### src/rtl/seq_cpu_core.sv
// Multi-cycle sequenced processor core: FETCH/EXEC/WB per instruction, single-step
// or free-run, with ALU carry/zero flags, conditional jumps and a sticky HALT.
module seq_cpu_core #(
  parameter int unsigned DATA_W     = 8,
  parameter int unsigned NREG       = 4,
  parameter int unsigned PROG_DEPTH = 256
) (
  input  logic                          clk,
  input  logic                          reset,
  input  logic                          step,
  input  logic                          run,
  input  logic [DATA_W-1:0]             sw_a,
  input  logic [DATA_W-1:0]             sw_b,
  output logic [$clog2(PROG_DEPTH)-1:0] imem_addr,
  input  logic [15:0]                   imem_data,
  output logic [DATA_W-1:0]             out_reg,
  output logic                          out_valid,
  output logic [$clog2(PROG_DEPTH)-1:0] pc,
  output logic [15:0]                   ir,
  output logic                          carry,
  output logic                          zero,
  output logic                          halted,
  output logic                          busy
);

  localparam int unsigned PW    = $clog2(PROG_DEPTH);
  localparam int unsigned RW    = (NREG > 1) ? $clog2(NREG) : 1;
  localparam int unsigned PRODW = 2 * DATA_W;

  typedef enum logic [2:0] {S_IDLE, S_FETCH, S_EXEC, S_WB, S_HALT} state_t;

  state_t            state;
  logic [DATA_W-1:0] regs [NREG];

  logic [DATA_W-1:0] res_q;
  logic [PW-1:0]     npc_q;
  logic              carry_q, zero_q, wr_q, flags_q;

  logic [3:0]        op;
  logic [RW-1:0]     rd_i, rs1_i, rs2_i;
  logic [DATA_W-1:0] opa, opb, res_c;
  logic [DATA_W:0]   sum_c;
  logic [PRODW-1:0]  prod_c;
  logic [PW-1:0]     npc_c, jmp_c;
  logic              carry_c, zero_c, wr_c, flags_c;

  assign imem_addr = pc;
  assign op        = ir[15:12];
  assign rd_i      = ir[8 +: RW];
  assign rs1_i     = ir[4 +: RW];
  assign rs2_i     = ir[0 +: RW];

  // ALU, flag and next-PC evaluation from the latched instruction
  always_comb begin
    opa     = regs[rs1_i];
    opb     = regs[rs2_i];
    sum_c   = {1'b0, opa} + {1'b0, opb};
    prod_c  = PRODW'(opa) * PRODW'(opb);
    jmp_c   = PW'(ir[7:0]);
    res_c   = '0;
    carry_c = carry;
    wr_c    = 1'b0;
    flags_c = 1'b0;
    npc_c   = pc + PW'(1);
    case (op)
      4'h0: begin res_c = sum_c[DATA_W-1:0]; carry_c = sum_c[DATA_W]; wr_c = 1'b1; flags_c = 1'b1; end
      4'h1: begin res_c = opa - opb; carry_c = (opa < opb); wr_c = 1'b1; flags_c = 1'b1; end
      4'h2: begin res_c = prod_c[DATA_W-1:0]; carry_c = |prod_c[PRODW-1:DATA_W]; wr_c = 1'b1; flags_c = 1'b1; end
      4'h3: begin
        wr_c    = 1'b1;
        flags_c = 1'b1;
        if (opb == '0) begin
          res_c   = '1;
          carry_c = 1'b1;
        end else begin
          res_c   = opa / opb;
          carry_c = 1'b0;
        end
      end
      4'h4: begin res_c = {opa[DATA_W-2:0], 1'b0}; carry_c = opa[DATA_W-1]; wr_c = 1'b1; flags_c = 1'b1; end
      4'h5: begin res_c = {1'b0, opa[DATA_W-1:1]}; carry_c = opa[0]; wr_c = 1'b1; flags_c = 1'b1; end
      4'h6: begin res_c = opa & opb; carry_c = 1'b0; wr_c = 1'b1; flags_c = 1'b1; end
      4'h7: begin res_c = opa | opb; carry_c = 1'b0; wr_c = 1'b1; flags_c = 1'b1; end
      4'h8: begin res_c = opa ^ opb; carry_c = 1'b0; wr_c = 1'b1; flags_c = 1'b1; end
      4'h9: begin res_c = sw_a; wr_c = 1'b1; end
      4'hA: begin res_c = sw_b; wr_c = 1'b1; end
      4'hB: res_c = opa;
      4'hC: begin res_c = DATA_W'(ir[7:0]); wr_c = 1'b1; end
      4'hD: if (zero) npc_c = jmp_c;
      4'hE: npc_c = jmp_c;
      default: npc_c = pc;
    endcase
    zero_c = (res_c == '0);
  end

  // Sequencer; reset wins over any in-flight commit
  always_ff @(posedge clk) begin
    if (reset) begin
      state     <= S_IDLE;
      pc        <= '0;
      ir        <= '0;
      out_reg   <= '0;
      out_valid <= 1'b0;
      carry     <= 1'b0;
      zero      <= 1'b0;
      halted    <= 1'b0;
      busy      <= 1'b0;
      res_q     <= '0;
      npc_q     <= '0;
      carry_q   <= 1'b0;
      zero_q    <= 1'b0;
      wr_q      <= 1'b0;
      flags_q   <= 1'b0;
      for (int i = 0; i < NREG; i++) regs[i] <= '0;
    end else begin
      out_valid <= 1'b0;
      case (state)
        S_IDLE: begin
          if (step || run) begin
            state <= S_FETCH;
            busy  <= 1'b1;
          end
        end
        S_FETCH: begin
          ir    <= imem_data;
          state <= S_EXEC;
        end
        S_EXEC: begin
          res_q   <= res_c;
          npc_q   <= npc_c;
          carry_q <= carry_c;
          zero_q  <= zero_c;
          wr_q    <= wr_c;
          flags_q <= flags_c;
          state   <= S_WB;
        end
        S_WB: begin
          if (wr_q) regs[rd_i] <= res_q;
          if (flags_q) begin
            carry <= carry_q;
            zero  <= zero_q;
          end
          if (op == 4'hB) begin
            out_reg   <= res_q;
            out_valid <= 1'b1;
          end
          pc <= npc_q;
          if (op == 4'hF) begin
            state  <= S_HALT;
            busy   <= 1'b0;
            halted <= 1'b1;
          end else if (run) begin
            state <= S_FETCH;
          end else begin
            state <= S_IDLE;
            busy  <= 1'b0;
          end
        end
        S_HALT: state <= S_HALT;
        default: begin
          state <= S_IDLE;
          busy  <= 1'b0;
        end
      endcase
    end
  end

endmodule

### config.mk
export PLATFORM = sky130hd
export DESIGN_NAME = seq_cpu_core
export DESIGN_NICKNAME = d
export VERILOG_FILES = /design/src/rtl/seq_cpu_core.sv
export SDC_FILE = /design/constraint.sdc
export NUM_CORES = 1
export LEC_CHECK = 0
export CAP_MARGIN = 20
export CORE_MARGIN = 8
export CORE_UTILIZATION = 60
export CTS_BUF_LIST = sky130_fd_sc_hd__clkbuf_16
export CTS_CLUSTER_DIAMETER = 200
export DETAILED_ROUTE_END_ITERATION = 8
export PLACE_DENSITY = 0.79
export SETUP_SLACK_MARGIN = 0.2
export SYNTH_ARGS = -nofsm -noshare
export SYNTH_HDL_FRONTEND = slang
export SYNTH_SLANG_ARGS = --single-unit
### constraint.sdc
create_clock -name clk -period 15.1 [get_ports clk]
set_input_delay 4.53 -clock clk [delete_from_list [all_inputs] [get_ports clk]]
set_output_delay 4.53 -clock clk [all_outputs]
set_load 0.02 [all_outputs]
==> flow_metrics.tcl <==
set metrics [dict create \
    outcome "completed" \
    clk_pin_slew_ps 80 \
    tns_ps 0 \
    placed_area_um2 10400 \
    finalCritPeriodShare_pct 87.2 \
    tritoncts "built" \
    die_w_um 142 \
    syn_avg_cell_area_um2 8.47 \
    viasPerCell 6.32 \
    report.power.total_mw 1.20 \
    slew_viol_final 0 \
    pre_cts_ws_ps 2210 \
    die_h_um 142 \
    largest_reg_flops 32 \
    placed_cells 1365 \
    period_minus_slack_ps 13170 \
    fin_worst_skew_ps 10.0 \
    cts_hold_buffers 0 \
    syn_inst 1118 \
    fillCellCount 1299 \
    max_stage_delay_ps 740 \
    drtAntennaViolNets 0 \
    ys_ff_latch 96 \
    cp.required_ps 15340 \
    fin_nets 1335 \
    route.detailed.drc 0 \
    dr_total_vias 8737 \
    synthTopCellsByCount "nand2_1, nor2_1, ha_1, a21oi_1, inv_1" \
    grt_pass1_vias 8600 \
    max_cap_viol_count 0 \
    syn_nets 1292 \
    yosys.cell_count.top_type "nand2_1" \
    reg.largest.list "regs x32, ir x16" \
    initial_core_util_pct 60.5 \
    synth_top_area_share_pct 13.5 \
    async_reset_ff_share_pct 0 \
    grt_overflow 0 \
    setup_viol 0 \
    yosysWarnings 0 \
    h-tree-depth 3 \
    cts_resized 0 \
    cp_max_fo 12 \
    dpl.hpwl_um 21500 \
    ys_seq_area_share_pct 23.7 \
    synth_cell_types 74 \
    crit_top_cell "ha_1" \
    io_buffers 80 \
    antenna_found_initial 0 \
    syn_area_um2 9470 \
    cts_root_buf "clkbuf_16" \
    yosysTopAreaCell "dfxtp_1" \
    drt-total-wl_um 28800 \
    clock.fmax_mhz 75.9 \
    clock_sinks 96 \
    slew_headroom_pct 29.4 \
    irDropWorstVdd_mv 0.0952 \
    diodes 0 \
    hold_path.class "flop to flop" \
    synth_flop_cell "dfxtp_1" \
    p_leak_nw 4.40 \
    cp-end-kind "flop" \
    placementRows 46 \
    dr.first_iter.drc_count 759 \
    path_class "flop to flop" \
    grt_max_degree 72 \
    worst_pin_slew_ps 1050 \
    gp_congestion 1.02 \
    dr.pass1.iters 5 \
    grt_use_total_pct 28.6 \
    final-instance-count-excl-fill 1382 \
    ios 81 \
    grt_pass1_wl_um 45400 \
    crit_path_start_kind "flop" \
    core_area_um2 15700 \
    finalHoldViolations 0 \
    pwr_density_cell_nw_per_um2 112 \
    arrival_ps 13410 \
    wire_per_inst_um 20.8 \
    synth_edf_count 32 \
    regMostFlops "regs" \
    layout-drive-gt1-share_pct 6.86 \
    syn_to_final_growth_pct 13.0 \
    final_area_um2 10700 \
    cts_buffer_depth 2 \
    cpMaxStageDelayCell "o21bai_1" \
    die_area_um2 20100 \
    synthTopCellsByArea "dfxtp_1, ha_1, edfxtp_1" \
    rsz0062_at_grt "false" \
    clk_latency_ps 350 \
    postCtsSetupRepairBufs 0 \
    cts_buffers 9 \
    layout_setup_ws_ps 1930 \
]
## power by group
group / switching, mW / leakage [nW] / internal [mW] / total (mW)
Clock: 0.118 / 0.154 / 0.121 / 0.238
Combinational: 0.378 / 3.40 / 0.283 / 0.662
Sequential: 0.0212 / 0.851 / 0.281 / 0.303
Total: 0.517 / 4.40 / 0.685 / 1.20
## critical path: cells and delay by family (launching register included)
family	cells	cell delay, ps
DFF	1	640
muxes	3	1450
and+or+nand+nor	11	2990
adders and majority gates	7	2070
AOI/OAI and AO/OA	27	5890
## metrics by stage
step	hold slack (ps)	util (%)
finish	457	68.3
global route	477	68.3
CTS	457	68.3
detailed placement	444	66.2
global placement	438	66.1
floorplan	432	-
## cell usage in the layout (no fill, tap or decap), drive strengths merged, types with 10 or more instances in the layout
master | Yosys | routed
fa | 38 | 38
o21ai | 42 | 42
ha | 100 | 100
clkdlybuf4s50 | 0 | 79
a221oi | 10 | 10
nor2b | 12 | 12
mux2 | 15 | 15
and2 | 38 | 38
a21o | 14 | 14
clkbuf | 45 | 10
nand3b | 13 | 13
a21oi | 82 | 82
dfxtp | 64 | 64
mux2i | 10 | 10
a31oi | 10 | 10
nand3 | 14 | 14
xnor2 | 15 | 15
nand2 | 126 | 126
o21a | 11 | 11
clkinv | 7 | 10
nor3 | 30 | 30
edfxtp | 32 | 32
a211oi | 16 | 16
mux4 | 20 | 20
o211ai | 11 | 11
inv | 81 | 85
nor2 | 110 | 110
## worst paths after layout
path                                from      endpoint  slack (ps)  depth (start not counted)
worst min register to register  npc_q[4]  imem_addr[4]         460                          2
worst max-delay path                flop        zero_q        1930                         48
worst min-delay path            npc_q[4]  imem_addr[4]         460                          2
worst max register to register      flop        zero_q        1930                         48
## layer usage
layer,part of all wire (%),GRT usage [%]
met1,41,36.6
met2,46,45.2
met3,8.9,6.12
met4,4.2,14.1
met5,0,0
## layout make-up
cell class / count / area, um2 / area share (%)
clock buffers: 9 / 225 / 2.11
inverters: 88 / 330 / 3.09
repair buffers: 91 / 882 / 8.25
flip-flops and latches: 96 / 2240 / 21.0
clock inverters: 7 / 93.8 / 0.877
well taps: 216 / 270 / 2.53
multi-input cells: 875 / 6650 / 62.2
## cells by family (layout without fill, tap and decap cells)
| logic type | Yosys count | after routing | share of synthesized area, % |
|---|---|---|---|
| AND/OR/NAND/NOR | 410 | 410 | 21.0 |
| AO/OA/AOI/OAI | 258 | 258 | 17.9 |
| buffers and inverters | 147 | 195 | 6.24 |
| adder cells (fa/ha/maj) | 138 | 138 | 21.3 |
| flip-flops | 96 | 96 | 23.7 |
| multiplexers | 45 | 45 | 7.76 |
| XOR/XNOR | 24 | 24 | 2.22 |
(Power assumes the default switching activity.)
